File: config.mk
export PLATFORM = sky130hd
export DESIGN_NAME = cs_accumulator
export DESIGN_NICKNAME = d
export VERILOG_FILES = /design/src/rtl/cs_accumulator.sv
export SDC_FILE = /design/constraint.sdc
export NUM_CORES = 1
export LEC_CHECK = 0
export ABC_AREA = 1
export CORE_ASPECT_RATIO = 0.9
export CORE_MARGIN = 1
export CORE_UTILIZATION = 55
export DETAILED_ROUTE_END_ITERATION = 10
export HOLD_SLACK_MARGIN = 0.05
export PLACE_DENSITY_LB_ADDON = 0.3
export SYNTH_ARGS = -nofsm -noshare
export SYNTH_HDL_FRONTEND = slang
export SYNTH_SLANG_ARGS = --single-unit
export TNS_END_PERCENT = 1
File: constraint.sdc
create_clock -name clk_i -period 5.2 [get_ports clk_i]
set_input_delay 0.78 -clock clk_i [delete_from_list [all_inputs] [get_ports clk_i]]
set_output_delay 0.78 -clock clk_i [all_outputs]
set_load 0.01 [all_outputs]
File: src/rtl/cs_accumulator.sv
// Carry-save resolving group accumulator with a valid/ready result port.
// Optional saturation on signed overflow: define CS_ACCUMULATOR_SAT_EN (default build wraps).
//
// state | meaning
// IDLE  | waiting for the first beat of a group
// ACC   | group in progress, cnt_q beats of len_q accepted
// DONE  | group sum presented on out_o, waiting for ready_i
module cs_accumulator #(
    parameter int IN_SIZE_0 = 4,
    parameter int IN_SIZE_1 = 8,
    parameter int ACC_SIZE  = 32,
    parameter int LEN_SIZE  = 8
) (
    input  logic                               clk_i,
    input  logic                               rst_ni,
    input  logic                               valid_i,
    output logic                               ready_o,
    input  logic [IN_SIZE_0+IN_SIZE_1+4-1:0]   in_i [0:1],
    input  logic [LEN_SIZE-1:0]                len_i,
    output logic                               valid_o,
    input  logic                               ready_i,
    output logic [ACC_SIZE-1:0]                out_o,
    output logic                               overflow_o
);

    localparam int W = IN_SIZE_0 + IN_SIZE_1 + 4;

    typedef enum logic [1:0] {
        IDLE = 2'd0,
        ACC  = 2'd1,
        DONE = 2'd2
    } state_e;

    state_e              state_q, state_d;
    logic [ACC_SIZE-1:0] acc_q, acc_d;
    logic [ACC_SIZE-1:0] out_q, out_d;
    logic [LEN_SIZE-1:0] cnt_q, cnt_d;
    logic [LEN_SIZE-1:0] len_q, len_d;
    logic                ovf_q, ovf_d;
    logic                valid_q, valid_d;

    logic [W-1:0]        r;
    logic [ACC_SIZE-1:0] r_ext;
    logic [ACC_SIZE-1:0] sum;
    logic [ACC_SIZE-1:0] acc_next;
    logic [LEN_SIZE-1:0] len_eff;
    logic [LEN_SIZE-1:0] cnt_inc;
    logic                add_ovf;
    logic                accept;

    assign ready_o    = (state_q != DONE) || ready_i;
    assign accept     = valid_i && ready_o;
    assign valid_o    = valid_q;
    assign out_o      = out_q;
    assign overflow_o = ovf_q;

    // Resolve the carry-save pair modulo 2^W, then sign-extend to the accumulator width.
    always_comb begin
        r       = in_i[0] + in_i[1];
        r_ext   = ACC_SIZE'($signed(r));
        sum     = acc_q + r_ext;
        add_ovf = (acc_q[ACC_SIZE-1] == r_ext[ACC_SIZE-1]) &&
                  (sum[ACC_SIZE-1] != acc_q[ACC_SIZE-1]);
        len_eff = (len_i == '0) ? LEN_SIZE'(1) : len_i;
        cnt_inc = cnt_q + LEN_SIZE'(1);
    end

`ifdef CS_ACCUMULATOR_SAT_EN
    localparam logic [ACC_SIZE-1:0] ACC_MAX = {1'b0, {(ACC_SIZE-1){1'b1}}};
    localparam logic [ACC_SIZE-1:0] ACC_MIN = {1'b1, {(ACC_SIZE-1){1'b0}}};

    // Overflow direction follows the sign of the operands (both share it on overflow).
    always_comb begin
        acc_next = sum;
        if (add_ovf) begin
            acc_next = acc_q[ACC_SIZE-1] ? ACC_MIN : ACC_MAX;
        end
    end
`else
    always_comb begin
        acc_next = sum;
    end
`endif

    always_comb begin
        state_d = state_q;
        acc_d   = acc_q;
        out_d   = out_q;
        cnt_d   = cnt_q;
        len_d   = len_q;
        ovf_d   = ovf_q;
        valid_d = valid_q;

        case (state_q)
            IDLE, DONE: begin
                if ((state_q == DONE) && ready_i) begin
                    valid_d = 1'b0;
                    if (!valid_i) begin
                        state_d = IDLE;
                    end
                end
                if (accept) begin
                    acc_d = r_ext;
                    cnt_d = LEN_SIZE'(1);
                    len_d = len_eff;
                    ovf_d = 1'b0;
                    if (len_eff == LEN_SIZE'(1)) begin
                        state_d = DONE;
                        valid_d = 1'b1;
                        out_d   = r_ext;
                    end else begin
                        state_d = ACC;
                        valid_d = 1'b0;
                    end
                end
            end
            ACC: begin
                if (accept) begin
                    acc_d = acc_next;
                    cnt_d = cnt_inc;
                    ovf_d = ovf_q || add_ovf;
                    if (cnt_inc == len_q) begin
                        state_d = DONE;
                        valid_d = 1'b1;
                        out_d   = acc_next;
                    end
                end
            end
            default: begin
                state_d = IDLE;
                valid_d = 1'b0;
            end
        endcase
    end

    always_ff @(posedge clk_i) begin
        if (!rst_ni) begin
            state_q <= IDLE;
            acc_q   <= '0;
            out_q   <= '0;
            cnt_q   <= '0;
            len_q   <= '0;
            ovf_q   <= 1'b0;
            valid_q <= 1'b0;
        end else begin
            state_q <= state_d;
            acc_q   <= acc_d;
            out_q   <= out_d;
            cnt_q   <= cnt_d;
            len_q   <= len_d;
            ovf_q   <= ovf_d;
            valid_q <= valid_d;
        end
    end

endmodule

==> flow_summary.toml <==
[outcome]
status = "complete, no violations"

[grt]
grt_usage = 0.3038
grt_pass1_wl_mm = 31.17
grt_pass1_vias = 6676
antenna_found_initial = 0
grt_overflow = 0
grt_start_max_net_pins = 68

[detailed_routing]
ant_nets = 0
drt_iter0_markers = 562
drtPass1Iterations = 5
drt-vias-per-instance = 5.392
wl_per_cell_um = 14.03
post-route-drc-count = 0
wirelength_mm = 18.56
vias = 7133

[cts]
cts_setup_buffers = 0
ctsHtreeMaxLevel = 3
cts.sinks = 84
clk_latency_ps = 350
tritoncts = "done"
clockBufferDepth = 2
cts-root-buf = "clkbuf_16"
cts_resized = 0
cts_buffers = 9
hold_buffers = 0
path_clk_slew_ps = 70

[pwr]
ir_drop_mv = 0.1816
comb_power_share = 0.444
power_frac_clock = 0.244
power.leakage_nw = 4.006
fin_total_pwr_mw = 2.449
internal_power_mw = 1.442
p_sw_frac = 0.4113
p_sw_mw = 1.007
pwr-share-seq = 0.312
power_density_nw_per_um2 = 312.7

[synth]
synthArstFlopShare = 0
synth_edf_count = 0
ys_seq_elements = 84
avgSynthCellArea_um2 = 6.126
synth_top_area_cell = "dfxtp_1"
syn_area_um2 = 6733
netlist.area_leader.share = 0.2498
synth_warnings = 0
synthDistinctLibCells = 43
synth_flop_cell = "dfxtp_1"
yosysSeqAreaShare = 0.2498
synthCells = 1099
syn_nets = 1193
synthTopCellsByArea = "dfxtp_1, nand2_1, ha_1"

[setup_path]
crit_start = "in_i[2]"
worstPathMaxFanout = 18
worstSetupStartpointType = "primary input"
path_cells = "clkdlybuf4s50_1 -> ha_1 -> a21oi_1 -> nand2_1 -> nand2_1 -> nand2_1 -> nand2_1 -> nand2_1 -> nand2_1 -> nand2_1 -> ha_1 -> nand2_1 -> nor2_1 -> inv_1 -> nor3_1 -> and2_1 -> nand2_1 -> nand3_1 -> nand2_1 -> nand2_1 -> nand2_1 -> nor2_1 -> nor2_1"
end_kind = "register"
criticalPathCategory = "in -> reg"
rr_worst_depth = 7
regToRegSetupSlack_ps = 2560
rr_endpoint = "acc_q[19]$_SDFFE_PN0P_"
cp_slowest_cell = "ha_1"
slowest_delay_ps = 600
cp.depth = 23
worstPathArrival_ps = 4830
crit_family = "simple AND/OR/NAND/NOR gates"
cp_data_required_time_ps = 5450
path_common_cell = "nand2_1"
crit_buf_inv = 2
worstReg2RegStart = "state_q[0]$_SDFFE_PN0P_"
crit_path_end = "out_o[30]$_SDFFE_PN0P_"

[hold_path]
min_path_type = "reg -> reg"
worstHoldStart = "valid_o$_SDFFE_PN0P_"

[finish]
multi_input_area_um2 = 4309
syn2layout_area_growth_pct = 16.34
drive_gt1_frac = 0.04027
diodes = 0
fill_cells = 1100
layout_commonest_cell = "nand2_1"
postLayoutCoreUtil = 0.6714
regArea_um2 = 1682
design_area_um2 = 7833
fin_nets = 1256
final_cell_mix = "nand2_1, inv_1, nor2_1, dfxtp_1, clkdlybuf4s50_1"

[floorplan]
die_x_um = 118.6
initial_core_util = 0.5771
die_area_um2 = 12690
placement_rows = 37
dieHeight_um = 107.0
core_um2 = 11670
io_pins = 79

[place]
io_buffers = 78
gp_congestion = 1.018
place_area_um2 = 7562
dp_hpwl_mm = 14.04

[sta]
post-route-min-period_ps = 4582
hold_viol = 0
period_share = 0.8811
clock_skew_ps = 10.60
tightest_slew_ps = 1195
worst_hold_slack_ps = 470.0
fmax_mhz = 218.3
setup_viol = 0
fin_setup_tns_ps = 0
drv_slew = 0
rsz0062_at_grt = "no"
relSlewSlack = 0.2025

[flow_run]
max-cap-violations = 0
## metrics by stage
stage / cells / setup slack [ps]
2_1_floorplan: 1099 / 1523
3_3_place_gp: 1307 / 434.6
3_5_place_dp: 1307 / 324.7
4_1_cts: 1323 / 684.4
5_1_grt: 1323 / 335.7
6_report: 1323 / 618.4
## synth_stat cells, types with 4 or more instances
library cell,instances
a21oi_1,72
a21oi_2,4
and2_1,5
buf_6,6
clkbuf_1,17
dfxtp_1,84
ha_1,48
inv_1,148
inv_2,5
nand2_1,328
nand2_2,8
nand3_1,73
nand3b_1,4
nand4_1,11
nor2_1,112
nor3_1,10
o211ai_1,4
o21a_1,4
o21ai_0,54
o21ai_1,22
o21bai_1,27
xnor2_1,6
xor2_1,15
## tightest hold or removal path, stage by stage (launching register included)
cell and delay, ps:
dfxtp_1 310, nand2_1 70, a21oi_2 50
## area by class of cell
class                   count  share of cell area
multi-input cells         831              0.5502
flip-flops and latches     84              0.2147
repair buffers             80              0.1010
inverters                 156             0.07476
clock buffers              11             0.02971
well taps                 156             0.02492
clock inverters             5            0.004792
## power groups by stage
stage	clock network [mW]	registers [mW]	logic, mW
after detailed placement	0	0.776	1.06
after global placement	0	0.775	1.05
after floorplan	0	0.777	0.763
final	0.599	0.763	1.09
after global routing	0.628	0.769	1.22
after CTS	0.602	0.763	1.07
## layer usage
layer	up-vias	track usage	part of all wire
li1	3648	-	-
met4	0	0.1356	0.040
met3	50	0.04309	0.050
met5	-	0	0
met2	222	0.5230	0.45
met1	3213	0.3775	0.46
## registers in the layout, indices dropped and copies added (netlist names)
name	count
valid_o	1
state_q	2
acc_q	32
overflow_o	1
len_q	8
out_o	32
cnt_q	8
## kinds of logic after synthesis
family,share of synthesized area
simple gates,0.3525
buf+inv,0.1102
fa+ha+maj,0.09515
xor+xnor,0.02732
compound gates,0.1650
flops,0.2498
## worst min path at each step
stage | end | slack [ps] | depth (start not counted)
2_1_floorplan | len_q[1]$_SDFFE_PN0P_ | 440 | 2
3_3_place_gp | overflow_o$_SDFFE_PN0P_ | 450 | 2
3_5_place_dp | overflow_o$_SDFFE_PN0P_ | 460 | 2
4_1_cts | overflow_o$_SDFFE_PN0P_ | 470 | 2
5_1_grt | len_q[7]$_SDFFE_PN0P_ | 500 | 2
6_report | valid_o$_SDFFE_PN0P_ | 470 | 2
Note: power is estimated with default switching activity, not from simulation.
